## config.mk

```make
export PLATFORM = sky130hd
export DESIGN_NAME = rgb_fade_sequencer
export DESIGN_NICKNAME = d
export VERILOG_FILES = /design/src/rtl/rgb_fade_sequencer.sv
export SDC_FILE = /design/constraint.sdc
export NUM_CORES = 1
export LEC_CHECK = 0
export ABC_AREA = 1
export CORE_ASPECT_RATIO = 0.7
export CORE_UTILIZATION = 35
export CTS_CLUSTER_SIZE = 14
export DETAILED_ROUTE_END_ITERATION = 16
export DONT_BUFFER_PORTS = 1
export SYNTH_ARGS = -nofsm -noshare
export SYNTH_HDL_FRONTEND = slang
export SYNTH_SLANG_ARGS = --single-unit
export TNS_END_PERCENT = 100
```

## constraint.sdc

```tcl
create_clock -name clk -period 5.35 [get_ports clk]
set_input_delay 1.07 -clock clk [delete_from_list [all_inputs] [get_ports clk]]
set_output_delay 1.07 -clock clk [all_outputs]
set_load 0.05 [all_outputs]
```

## src/rtl/rgb_fade_sequencer.sv

```systemverilog
// Sequences R/G/B duty values through a fixed palette, fading or jumping
// between colours. New duties reach the PWM generator only at period boundaries.
module rgb_fade_sequencer #(
  parameter int TICK_DIV   = 250000,
  parameter int HOLD_TICKS = 100
) (
  input  logic       clk,
  input  logic       rst,
  input  logic       en,
  input  logic [1:0] mode,
  input  logic [2:0] sel,
  input  logic       pwm_frame_end,
  output logic [7:0] R_time_out,
  output logic [7:0] G_time_out,
  output logic [7:0] B_time_out,
  output logic       upd,
  output logic [2:0] color_idx,
  output logic       busy
);

  localparam int CW = (TICK_DIV > 2) ? $clog2(TICK_DIV) : 1;
  localparam int HW = $clog2(HOLD_TICKS + 1);

  typedef enum logic [1:0] {IDLE, FADE, HOLD, DARK} state_t;
  typedef logic [23:0] rgb_t;

  function automatic rgb_t palette(input logic [2:0] idx);
    case (idx)
      3'd0:    palette = {8'd255, 8'd0,   8'd0};
      3'd1:    palette = {8'd255, 8'd97,  8'd0};
      3'd2:    palette = {8'd255, 8'd255, 8'd0};
      3'd3:    palette = {8'd0,   8'd255, 8'd0};
      3'd4:    palette = {8'd0,   8'd0,   8'd255};
      3'd5:    palette = {8'd8,   8'd46,  8'd84};
      3'd6:    palette = {8'd160, 8'd32,  8'd240};
      default: palette = {8'd255, 8'd255, 8'd255};
    endcase
  endfunction

  function automatic logic [7:0] step_ch(input logic [7:0] cur, input logic [7:0] tgt,
                                         input logic jump);
    if (jump || cur == tgt) step_ch = tgt;
    else if (cur < tgt)     step_ch = cur + 8'd1;
    else                    step_ch = cur - 8'd1;
  endfunction

  state_t        state_q, state_d;
  logic [CW-1:0] pre_q, pre_d;
  logic [HW-1:0] hold_q, hold_d;
  rgb_t          cur_q, cur_d;
  rgb_t          out_q, out_d;
  logic [2:0]    idx_q, idx_d;
  logic [1:0]    mode_q, mode_d;
  logic          upd_q, upd_d;

  logic          tick;
  logic [2:0]    idx_t;
  rgb_t          tgt_t, stepped, busy_tgt;

  assign tick    = en && (pre_q == CW'(TICK_DIV - 1));
  assign idx_t   = (mode == 2'b10) ? sel : idx_q;
  assign tgt_t   = (mode == 2'b11) ? 24'd0 : palette(idx_t);
  assign stepped = {step_ch(cur_q[23:16], tgt_t[23:16], mode == 2'b01),
                    step_ch(cur_q[15:8],  tgt_t[15:8],  mode == 2'b01),
                    step_ch(cur_q[7:0],   tgt_t[7:0],   mode == 2'b01)};

  always_comb begin
    pre_d = pre_q;
    if (en) pre_d = tick ? '0 : pre_q + CW'(1);
  end

  always_comb begin
    state_d = state_q;
    cur_d   = cur_q;
    hold_d  = hold_q;
    idx_d   = idx_q;
    mode_d  = mode_q;
    if (tick) begin
      mode_d = mode;
      idx_d  = idx_t;
      case (state_q)
        IDLE: begin
          cur_d   = stepped;
          state_d = FADE;
        end
        FADE: begin
          cur_d = stepped;
          if (stepped == tgt_t) begin
            state_d = (mode == 2'b11) ? DARK : HOLD;
            hold_d  = '0;
          end
        end
        HOLD: begin
          // A target change (sel/mode) restarts fading from wherever cur sits.
          if (tgt_t != cur_q) begin
            state_d = FADE;
          end else if (mode == 2'b11) begin
            state_d = DARK;
          end else if (!mode[1]) begin
            if (hold_q + HW'(1) == HW'(HOLD_TICKS)) begin
              hold_d  = '0;
              idx_d   = (idx_q == 3'd6) ? 3'd0 : idx_q + 3'd1;
              state_d = FADE;
            end else begin
              hold_d = hold_q + HW'(1);
            end
          end
        end
        DARK: begin
          if (mode != 2'b11) state_d = FADE;
        end
        default: state_d = IDLE;
      endcase
    end
  end

  // Commit samples cur before any coincident tick takes effect.
  assign out_d = pwm_frame_end ? cur_q : out_q;
  assign upd_d = pwm_frame_end && (cur_q != out_q);

  always_ff @(posedge clk or negedge rst) begin
    if (!rst) begin
      state_q <= IDLE;
      pre_q   <= '0;
      hold_q  <= '0;
      cur_q   <= '0;
      out_q   <= '0;
      idx_q   <= '0;
      mode_q  <= '0;
      upd_q   <= 1'b0;
    end else begin
      state_q <= state_d;
      pre_q   <= pre_d;
      hold_q  <= hold_d;
      cur_q   <= cur_d;
      out_q   <= out_d;
      idx_q   <= idx_d;
      mode_q  <= mode_d;
      upd_q   <= upd_d;
    end
  end

  assign busy_tgt   = (mode_q == 2'b11) ? 24'd0 : palette(idx_q);
  assign busy       = (cur_q != busy_tgt);
  assign R_time_out = out_q[23:16];
  assign G_time_out = out_q[15:8];
  assign B_time_out = out_q[7:0];
  assign upd        = upd_q;
  assign color_idx  = idx_q;

endmodule

```

==> reports/results.txt <==
status -> completed
Fill cells -> 1998
synthesized area -> 6740 um2
Synth top cells by count -> 263 x nand2_1, 114 x inv_1, 81 x dfrtp_1, 69 x o21ai_0
final setup violating endpoints -> 0
final setup TNS -> 0 ns
syn_area_per_cell -> 6.99 um2
Final Util -> 0.388
share of cells above drive strength 1 -> 0.0785
CP endpoint kind -> register
row count -> 42
total die area -> 19800 um2
Synth Warn # -> 0
Max IR drop VDD -> 0.000152 V
worst slack, placed -> 0.125 ns
Final HPWL DP -> 14300 um
Clk Latency, worst-skew pair -> 0.36 ns
Root Driver -> clkbuf_16
Most used DFF post-synth -> dfrtp_1
Port Buffers -> 0
clk_skew -> 0.00813 ns
initial antenna violation count -> 0
Inserted Diodes -> 0
final net count -> 1035
H-tree Lvls -> 3
Vias/cell -> 5.22
instance count of the mapped netlist -> 964
CTS Sinks -> 81
Routed wire per std cell -> 15.5 um
cts bufs inserted -> 9
remaining global-route overflow -> 0
Hold Path Class -> in2async
largest cells by area after synthesis -> dfrtp_1 30%, nand2_1 15%, ha_1 11%
final hold slack -> 0.402 ns
post-synth top area cell -> dfrtp_1
Post-synth ARST share -> 1.00
Cell variety after synth -> 45
largest net degree at the start of global routing -> 82
max_cap viols -> 0
CP Max Fanout -> 11
Final GP Congestion -> 0.895
crit path from -> mode[0]
synthesized flop and latch total -> 81
Setup WS post-layout -> 0.538 ns
CTS tree -> done
count leader, synth -> nand2_1
Worst slew margin -> 0.533
die height -> 118 um
LEAKAGE -> 3.76 nW
P&R area growth vs syn -> 8.54%
Slew Limit Fails -> 0
EDFF count, synth -> 0
Arrival @ worst endpoint -> 5.06 ns
post-synthesis sequential area ratio -> 0.301
number of global-route vias before repair -> 5596
actual slew at the worst max-slew pin -> 0.698 ns
Max Buffers Root-to-Sink -> 2
Pwr Density -> 220 nW/um2
RSZ-0062 raised after global routing -> no
Starting Density -> 0.357
achievable frequency -> 0.208 GHz
Crit Path Class -> in2reg
CP Launch Type -> primary input
CTS clk-pin slew, worst paths -> 0.07 ns
# DRC -> 0
min Tclk post-route -> 4.81 ns
DRT iter0 DRCs -> 487
Tcrit/Tclk final -> 0.899
FF-to-FF Start -> color_idx[2]$_DFFE_PN0P_
data required time of the worst path -> 5.60 ns
Mapped Nets -> 1036
I/O pin total -> 38
Tot GR Track Use -> 0.195
detailed-route via count -> 6313
Final ANT Viol Nets -> 0
Hold Fails Final Rpt -> 0
core area -> 18900 um2
first-pass GRT wire length -> 30200 um
TritonRoute pass-1 iters -> 6
area share of the largest cell type after synthesis -> 0.301
die width -> 168 um
total routed wirelength -> 18800 um
placed cells by master (no fill, tap or decap), types with 4 or more instances in the layout:
cell / synthesis / final
nand4_1: 38 / 38
nand2_2: 14 / 16
nor4_1: 8 / 8
buf_4: 3 / 8
nand3_1: 68 / 68
xnor2_1: 12 / 12
inv_1: 114 / 114
ha_1: 60 / 60
a21oi_1: 51 / 51
clkbuf_16: 0 / 9
inv_2: 9 / 9
o21ai_0: 69 / 69
dfrtp_1: 81 / 81
xor2_1: 14 / 14
o21a_1: 5 / 5
nand2_1: 263 / 261
or2_2: 6 / 6
mux2_2: 9 / 9
nand3_2: 6 / 6
nor3_1: 9 / 9
a21o_1: 4 / 4
nor2_1: 68 / 68
o21ai_1: 5 / 5
worst paths after layout:
path | to | slack, ns | depth (start not counted)
setup / recovery | hold_q[2]$_DFFE_PN0P_ | 0.54 | 27
hold / removal | pre_q[3]$_DFFE_PN0P_ | 0.40 | 0
setup reg to reg | hold_q[2]$_DFFE_PN0P_ | 0.81 | 27
hold reg to reg | mode_q[0]$_DFFE_PN0P_ | 0.49 | 2
max in group asynchronous | out_q[12]$_DFFE_PN0P_ | 4.84 | 0
min in group clk | mode_q[0]$_DFFE_PN0P_ | 0.49 | 2
critical path: stages:
cell	delay [ns]
inv_2	0.10
nand2_2	0.12
nand2_1	0.09
nand2_2	0.09
nor2_1	0.17
nand2_1	0.11
nand2_1	0.21
ha_1	0.29
a21oi_1	0.16
nor2_1	0.05
nor2_1	0.15
nand2_2	0.17
ha_1	0.40
nand2_1	0.13
or2_2	0.35
nand4_1	0.09
nand3_1	0.13
a21oi_1	0.17
nand2_1	0.07
nand2_1	0.05
nand2_1	0.13
nor2_1	0.12
nand2_1	0.08
nand2_2	0.19
nand3_2	0.20
nand2_1	0.11
nand2_1	0.05
state kept, by name, indices dropped and copies added (netlist names):
register	cells
upd	1
cur_q	24
pre_q	18
color_idx	3
hold_q	7
state_q	2
mode_q	2
out_q	24
power by group:
part | internal (mW) | switching (mW)
Combinational | 0.100 | 0.175
Sequential | 0.638 | 0.0396
Clock | 0.371 | 0.289
metal layers:
metal	GRT usage	wire length, um	part of all wire	up-vias
met5	0	0	0	-
met1	0.296	9710	0.52	2903
met3	0.0508	1420	0.076	13
li1	-	-	-	3194
met2	0.267	7430	0.40	203
met4	0.0528	213	0.011	0
layout make-up:
class	count	area, um2	area share
Sequential cell	81	2030	0.277
Timing Repair Buffer	8	60.1	0.00821
Clock buffer	9	225	0.0308
Clock inverter	7	83.8	0.0115
Multi-Input combinational cell	740	4160	0.568
Inverter	123	462	0.0631
Tap cell	242	303	0.0414
kinds of logic (layout without fill, tap and decap cells):
kind of cell,Yosys count,in the layout,share of synthesized area
flip-flops,81,81,0.301
buffers and inverters,143,147,0.0835
AND/OR/NAND/NOR,489,489,0.323
multiplexers,9,9,0.0150
adder cells (fa/ha/maj),63,63,0.120
XOR/XNOR,26,26,0.0338
AO/OA/AOI/OAI,153,153,0.124
metrics by stage:
| step | instance area [um2] | instances | power, mW |
|---|---|---|---|
| 2_1_floorplan | 6740 | 964 | 0.897 |
| 3_3_place_gp | 6970 | 1190 | 0.951 |
| 3_5_place_dp | 6970 | 1190 | 0.952 |
| 4_1_cts | 7280 | 1206 | 1.62 |
| 5_1_grt | 7320 | 1210 | 1.70 |
| 6_report | 7320 | 1210 | 1.61 |
what timing repair did:
action                                  in CTS  in global routing
hold endpoints to repair                     0                  0
gates resized for setup                      0                  2
setup buffers                                0                  4
hold buffers                                 0                  0
endpoints found under the setup margin       0                  9
Note: power is estimated with default switching activity, not from simulation.
